### src/rtl/mem_port_arbiter_pkg.sv
// rtl/mem_port_arbiter_pkg.sv - shared types, mode constants and index-width helper for the memory port arbiter
package mem_arb_pkg;

    typedef enum logic [1:0] {
        ARB_IDLE,
        ARB_BUSY,
        ARB_HOLD
    } arb_state_e;

    localparam int ARB_FIXED = 0;
    localparam int ARB_RR    = 1;

    function automatic int idx_w(input int n);
        return (n > 1) ? $clog2(n) : 1;
    endfunction

endpackage

### src/rtl/mem_port_arbiter_if.sv
// rtl/mem_port_arbiter_if.sv - client request/response and memory-side signal bundle for the arbiter
interface mem_port_arbiter_if #(
    parameter int NUM_PORTS = 2,
    parameter int ADDR_W    = 32,
    parameter int DATA_W    = 32
);
    logic [NUM_PORTS-1:0]        req_valid;
    logic [NUM_PORTS-1:0]        req_we;
    logic [NUM_PORTS*ADDR_W-1:0] req_addr;
    logic [NUM_PORTS*DATA_W-1:0] req_wdata;
    logic [NUM_PORTS-1:0]        req_ready;
    logic [NUM_PORTS-1:0]        rsp_valid;
    logic [DATA_W-1:0]           rsp_data;
    logic [NUM_PORTS-1:0]        rsp_stall;
    logic [NUM_PORTS-1:0]        flush;
    logic [ADDR_W-1:0]           mem_addr;
    logic                        mem_re;
    logic                        mem_wr;
    logic [DATA_W-1:0]           mem_wdata;
    logic [DATA_W-1:0]           mem_rdata;
    logic                        mem_ready;

    modport slave (
        input  req_valid, req_we, req_addr, req_wdata, rsp_stall, flush, mem_rdata, mem_ready,
        output req_ready, rsp_valid, rsp_data, mem_addr, mem_re, mem_wr, mem_wdata
    );

    modport master (
        output req_valid, req_we, req_addr, req_wdata, rsp_stall, flush, mem_rdata, mem_ready,
        input  req_ready, rsp_valid, rsp_data, mem_addr, mem_re, mem_wr, mem_wdata
    );
endinterface

### src/rtl/mem_port_arbiter_grant.sv
// rtl/mem_port_arbiter_grant.sv - combinational one-hot grant selection, fixed priority or round-robin
module arb_grant
    import mem_arb_pkg::*;
#(
    parameter int NUM_PORTS = 2,
    parameter int ARB_MODE  = ARB_FIXED,
    localparam int IW       = idx_w(NUM_PORTS)
) (
    input  logic [NUM_PORTS-1:0] req,
    input  logic [IW-1:0]        ptr,
    output logic [NUM_PORTS-1:0] grant,
    output logic [IW-1:0]        idx
);

    logic          found;
    logic [IW-1:0] pos;

    // Fixed mode scans from index 0; round-robin scans from ptr and wraps.
    always_comb begin
        grant = '0;
        idx   = '0;
        found = 1'b0;
        pos   = '0;
        for (int k = 0; k < NUM_PORTS; k++) begin
            if (ARB_MODE == ARB_RR) begin
                pos = IW'((int'(ptr) + k) % NUM_PORTS);
            end else begin
                pos = IW'(k);
            end
            if (!found && req[pos]) begin
                found      = 1'b1;
                grant[pos] = 1'b1;
                idx        = pos;
            end
        end
    end

endmodule

### src/rtl/mem_port_arbiter.sv
// rtl/mem_port_arbiter.sv - N-port arbiter in front of single-ported memory, one transaction in flight
module mem_port_arbiter
    import mem_arb_pkg::*;
#(
    parameter int NUM_PORTS = 2,
    parameter int ADDR_W    = 32,
    parameter int DATA_W    = 32,
    parameter int ARB_MODE  = ARB_FIXED
) (
    input  logic              clk,
    input  logic              rst,
    mem_port_arbiter_if.slave bus
);

    localparam int IW = idx_w(NUM_PORTS);

    arb_state_e           state_q, state_d;
    logic [IW-1:0]        owner_q;
    logic [IW-1:0]        rr_ptr_q;
    logic [IW-1:0]        grant_idx;
    logic [NUM_PORTS-1:0] grant;
    logic                 we_q;
    logic                 flushed_q;
    logic                 accept;
    logic                 owner_flush;
    logic [ADDR_W-1:0]    addr_q;
    logic [DATA_W-1:0]    wdata_q;
    logic [DATA_W-1:0]    rsp_data_q;
    logic [ADDR_W-1:0]    addr_arr  [NUM_PORTS];
    logic [DATA_W-1:0]    wdata_arr [NUM_PORTS];

    for (genvar g = 0; g < NUM_PORTS; g++) begin : g_unpack
        assign addr_arr[g]  = bus.req_addr[g*ADDR_W +: ADDR_W];
        assign wdata_arr[g] = bus.req_wdata[g*DATA_W +: DATA_W];
    end

    arb_grant #(
        .NUM_PORTS (NUM_PORTS),
        .ARB_MODE  (ARB_MODE)
    ) u_grant (
        .req   (bus.req_valid),
        .ptr   (rr_ptr_q),
        .grant (grant),
        .idx   (grant_idx)
    );

    assign bus.mem_addr  = addr_q;
    assign bus.mem_wdata = wdata_q;
    assign bus.rsp_data  = rsp_data_q;

    always_ff @(posedge clk) begin
        if (rst) begin
            state_q <= ARB_IDLE;
        end else begin
            state_q <= state_d;
        end
    end

    always_comb begin
        state_d       = state_q;
        accept        = 1'b0;
        bus.req_ready = '0;
        bus.rsp_valid = '0;
        bus.mem_re    = 1'b0;
        bus.mem_wr    = 1'b0;
        owner_flush   = bus.flush[owner_q];
        case (state_q)
            ARB_IDLE: begin
                bus.req_ready = grant;
                if (|grant) begin
                    accept  = 1'b1;
                    state_d = ARB_BUSY;
                end
            end
            ARB_BUSY: begin
                bus.mem_re = ~we_q;
                bus.mem_wr = we_q;
                if (bus.mem_ready) begin
                    state_d = (flushed_q || owner_flush) ? ARB_IDLE : ARB_HOLD;
                end
            end
            ARB_HOLD: begin
                bus.rsp_valid[owner_q] = 1'b1;
                if (!bus.rsp_stall[owner_q] || owner_flush) begin
                    state_d = ARB_IDLE;
                end
            end
            default: state_d = ARB_IDLE;
        endcase
    end

    // flushed_q remembers an owner flush seen in any BUSY cycle, not just the completing one.
    always_ff @(posedge clk) begin
        if (rst) begin
            owner_q    <= '0;
            rr_ptr_q   <= '0;
            we_q       <= 1'b0;
            flushed_q  <= 1'b0;
            addr_q     <= '0;
            wdata_q    <= '0;
            rsp_data_q <= '0;
        end else begin
            if (accept) begin
                owner_q   <= grant_idx;
                we_q      <= bus.req_we[grant_idx];
                addr_q    <= addr_arr[grant_idx];
                wdata_q   <= wdata_arr[grant_idx];
                flushed_q <= 1'b0;
                rr_ptr_q  <= (grant_idx == IW'(NUM_PORTS - 1)) ? '0 : grant_idx + 1'b1;
            end
            if (state_q == ARB_BUSY) begin
                if (owner_flush) begin
                    flushed_q <= 1'b1;
                end
                if (bus.mem_ready) begin
                    rsp_data_q <= we_q ? '0 : bus.mem_rdata;
                end
            end
        end
    end

endmodule

### src/flat_wrapper.sv
// flat-port wrapper written by rule: the top's interface ports become plain ports
module mem_port_arbiter_flat import mem_arb_pkg::*;
#(
    parameter int NUM_PORTS = 2,
    parameter int ADDR_W    = 32,
    parameter int DATA_W    = 32,
    parameter int ARB_MODE  = ARB_FIXED
)
  (clk, rst, bus_req_valid, bus_req_we, bus_req_addr, bus_req_wdata, bus_rsp_stall, bus_flush, bus_mem_rdata, bus_mem_ready, bus_req_ready, bus_rsp_valid, bus_rsp_data, bus_mem_addr, bus_mem_re, bus_mem_wr, bus_mem_wdata);
  mem_port_arbiter_if #(.NUM_PORTS(NUM_PORTS), .ADDR_W(ADDR_W), .DATA_W(DATA_W)) bus_i ();
  input  logic clk;
  input  logic rst;
  input wire logic [$bits(bus_i.req_valid)-1:0] bus_req_valid;
  input wire logic [$bits(bus_i.req_we)-1:0] bus_req_we;
  input wire logic [$bits(bus_i.req_addr)-1:0] bus_req_addr;
  input wire logic [$bits(bus_i.req_wdata)-1:0] bus_req_wdata;
  input wire logic [$bits(bus_i.rsp_stall)-1:0] bus_rsp_stall;
  input wire logic [$bits(bus_i.flush)-1:0] bus_flush;
  input wire logic [$bits(bus_i.mem_rdata)-1:0] bus_mem_rdata;
  input wire logic [$bits(bus_i.mem_ready)-1:0] bus_mem_ready;
  output wire logic [$bits(bus_i.req_ready)-1:0] bus_req_ready;
  output wire logic [$bits(bus_i.rsp_valid)-1:0] bus_rsp_valid;
  output wire logic [$bits(bus_i.rsp_data)-1:0] bus_rsp_data;
  output wire logic [$bits(bus_i.mem_addr)-1:0] bus_mem_addr;
  output wire logic [$bits(bus_i.mem_re)-1:0] bus_mem_re;
  output wire logic [$bits(bus_i.mem_wr)-1:0] bus_mem_wr;
  output wire logic [$bits(bus_i.mem_wdata)-1:0] bus_mem_wdata;
  assign bus_i.req_valid = bus_req_valid;
  assign bus_i.req_we = bus_req_we;
  assign bus_i.req_addr = bus_req_addr;
  assign bus_i.req_wdata = bus_req_wdata;
  assign bus_i.rsp_stall = bus_rsp_stall;
  assign bus_i.flush = bus_flush;
  assign bus_i.mem_rdata = bus_mem_rdata;
  assign bus_i.mem_ready = bus_mem_ready;
  assign bus_req_ready = bus_i.req_ready;
  assign bus_rsp_valid = bus_i.rsp_valid;
  assign bus_rsp_data = bus_i.rsp_data;
  assign bus_mem_addr = bus_i.mem_addr;
  assign bus_mem_re = bus_i.mem_re;
  assign bus_mem_wr = bus_i.mem_wr;
  assign bus_mem_wdata = bus_i.mem_wdata;
  mem_port_arbiter #(.NUM_PORTS(NUM_PORTS), .ADDR_W(ADDR_W), .DATA_W(DATA_W), .ARB_MODE(ARB_MODE)) u_core (.clk(clk), .rst(rst), .bus(bus_i));
endmodule
### config.mk
export PLATFORM = sky130hd
export DESIGN_NAME = mem_port_arbiter_flat
export DESIGN_NICKNAME = d
export VERILOG_FILES = /design/src/rtl/mem_port_arbiter_pkg.sv /design/src/rtl/mem_port_arbiter_if.sv /design/src/rtl/mem_port_arbiter_grant.sv /design/src/rtl/mem_port_arbiter.sv /design/src/flat_wrapper.sv
export SDC_FILE = /design/constraint.sdc
export NUM_CORES = 1
export LEC_CHECK = 0
export CAP_MARGIN = 20
export CELL_PAD_IN_SITES_DETAIL_PLACEMENT = 2
export CELL_PAD_IN_SITES_GLOBAL_PLACEMENT = 2
export CORE_ASPECT_RATIO = 1.75
export CORE_MARGIN = 4
export CORE_UTILIZATION = 17
export DETAILED_ROUTE_END_ITERATION = 8
export GPL_TIMING_DRIVEN = 0
export PLACE_DENSITY = 0.85
export SYNTH_ARGS = -nofsm -noshare
export SYNTH_HDL_FRONTEND = slang
export SYNTH_SLANG_ARGS = --single-unit
### constraint.sdc
create_clock -name clk -period 1.2 [get_ports clk]
set_input_delay 0.24 -clock clk [delete_from_list [all_inputs] [get_ports clk]]
set_output_delay 0.24 -clock clk [all_outputs]
set_load 0.01 [all_outputs]
==> impl_metrics.ini <==
[worst_setup_path]
cp_top_family = flip-flops
worst_setup_path_start_kind = flop
path_buf_inv = 3
max_stage_delay_ns = 0.33
crit_arrival_ns = 1.31
path_class = reg -> out
crit_path_end_kind = output pin
worst-path-max-fanout = 5
crit_chain = buf_6 -> nor2_4 -> buf_8 -> and2_4 -> buf_6
crit_required_ns = 0.96
cp_common_cell = buf_6
critical-path-slowest-cell = dfxtp_2

[routing]
initialDrtViolationCount = 134
routedWlPerCell_um = 22.1
first_pass_iters = 4
viasPerCell = 4.63
drc = 0
antenna_left = 0
drt_wl_total_um = 26600
dr_total_vias = 5570

[clock_tree]
clockBufferDepth = 2
numCtsBuffers = 9
cts.sinks = 101
clkLatencyLatePin_ns = 0.38
clock-root-buffer = clkbuf_16
path_clk_slew_ns = 0.07
htree_levels = 3
cts_tree = done
hold_buffers = 0

[sta]
skew_ns = 0.00786
period_share_pct = 129
fmaxAchievable_mhz = 646
slew_headroom_pct = 43.6
rsz0062_at_grt = true
setup_tns_ns = -23.24
timing.final.max_slew_violations = 0
post-route-min-period_ns = 1.55
final-hold-violation-count = 0
tightest_slew_ns = 0.846
setup_violations = 105
setup_ws_ns = -0.348

[grt]
gr-total-overflow = 0
grt_use_met1_pct = 16.4
gr-usage-all-layers_pct = 17.6
grt_start_max_net_pins = 16
grt_pass1_vias = 6265
grt.met3_usage_pct = 4.34
grt_antenna_before_repair = 3
grt.busiest_layer = met2
grt_pass1_wl_um = 37900
grtUsageMet2_pct = 34.8

[place]
dpl-instance-area_um2 = 7580
port_buffers = 272
post-dp-hpwl_um = 18300
gp_congestion = 0.788
dpl_worst_slack_ns = -1.30
placedCellCount = 1138

[floorplan]
core_area_um2 = 25900
dieWidth_um = 130
initial_core_util_pct = 17.2
die_y_um = 222
rows = 78
die_area_um2 = 28900
ios = 273

[layout]
area.growth.synth_to_final_pct = 101
drive_above_1_share_pct = 38.9
post_layout_nonfiller_instances = 1203
fin_nets = 1047
finalInstanceArea_um2 = 8940

[synth]
avgSynthCellArea_um2 = 8.15
ys_seq_area_share_pct = 45.4
synth_nets = 717
yosysWarnings = 0
synth_cell_types = 26
synth.cell_area_um2 = 4450
syn_inst = 546
ys_seq_elements = 101

[pwr]
power_uw = 10700
leakage_uw = 0.00357
p_per_area_nw_per_um2 = 1200
max-vdd-ir-drop_v = 0.000696

[status]
violations = setup timing
status = complete, but fails checks

[run]
cap_violations = 0

[worst_hold_path]
hp-class = in -> reg
## layout make-up
class | count | area (um2)
fill | 2796 | 16900
timing repair buffer | 321 | 3020
multi-input combinational | 386 | 2630
sequential | 101 | 2060
buffer | 56 | 528
tap | 320 | 400
clock buffer | 11 | 243
clock inverter | 5 | 50.0
antenna | 2 | 5.00
inverter | 1 | 3.75
## worst min-delay path: stages
cell	delay (ns)
clkbuf_2	0.11
a21oi_1	0.14
nor3_1	0.05
## power breakdown
| part | leakage [uW] | switching (uW) | internal, uW |
|---|---|---|---|
| combinational | 0.00258 | 1660 | 2030 |
| sequential | 0.000843 | 227 | 3690 |
| clock | 0.000149 | 1450 | 1660 |
| total | 0.00357 | 3330 | 7380 |
## cells in the mapped netlist
cell type	n	area share, %
a21oi_1	101	11
a311oi_1	65	13
and2_1	2	0.28
and2b_1	1	0.17
and3b_1	1	0.20
buf_2	21	2.4
buf_4	13	2.2
buf_6	5	1.3
clkbuf_1	19	1.6
dfxtp_1	101	45
inv_1	1	0.084
mux2_2	1	0.25
mux2i_1	1	0.22
nand2_1	163	14
nand2b_1	2	0.28
nand3b_1	33	5.6
nor2_1	5	0.42
nor2_4	1	0.25
nor2b_1	1	0.14
nor3_1	3	0.34
nor3b_1	1	0.17
nor4bb_1	1	0.22
o22ai_1	1	0.14
o31ai_1	1	0.17
or2_2	1	0.14
or2b_2	1	0.20
## routing by layer
metal	vias to the layer above	routed length, um	share of wire (%)
met5	-	7	0.026
met4	2	870	3.3
met3	48	1270	4.8
met2	185	15500	58
met1	2730	8950	34
li1	2605	-	-
## cell usage in the layout (no fill, tap or decap), types with 4 or more instances in the layout
master / instances
clkdlybuf4s50_1: 168
nand2_1: 163
buf_2: 105
dfxtp_1: 71
a21oi_1: 58
a311oi_2: 35
nand3b_1: 33
a21oi_2: 31
a311oi_1: 30
dfxtp_2: 28
buf_4: 24
buf_8: 19
buf_6: 16
buf_12: 14
a21oi_4: 12
clkbuf_16: 10
clkbuf_2: 9
buf_16: 7
clkbuf_8: 4
clkinv_2: 4
## state kept, by name, summed over array words and instances, names as in the netlist
name / flops
u_core.owner_q: 1
u_core.bus.mem_wdata: 32
u_core.bus.rsp_data: 32
u_core.flushed_q: 1
u_core.bus.mem_addr: 32
u_core.state_q: 2
u_core.we_q: 1
## final timing paths
kind,start,to,slack [ns],cells past startpoint
worst max register to register,u_core.state_q[0],u_core.bus.mem_wdata[30],-0.34,9
worst min-delay path,bus_req_valid[1],u_core.owner_q,0.20,3
worst max-delay path,u_core.state_q[0],bus_req_ready[0],-0.35,5
worst min register to register,u_core.bus.rsp_data[31],u_core.bus.rsp_data[31],0.46,2
## repair_timing
action | CTS | global route
gates resized for setup | 514 | 159
endpoints found under the setup margin | 203 | 126
gates cloned | 16 | 1
pin swaps | 71 | 51
setup buffers | 20 | 21
## metrics by stage
step / utilization, % / hold slack [ns]
after global placement: 29.3 / 0.439
final: 34.6 / 0.201
after CTS: 32.8 / 0.333
after floorplan: - / 0.400
after global routing: 34.6 / 0.207
after detailed placement: 29.3 / 0.450
## cells by family (layout without fill, tap and decap cells)
kind of cell	Yosys count	after routing	share of synthesized area, %
buffers and inverters	59	394	7.51
muxes	2	2	0.478
DFF	101	101	45.4
and+or+nand+nor	216	216	22.1
AOI/OAI and AO/OA	168	168	24.5
other	0	2	0
(Power assumes the default switching activity.)
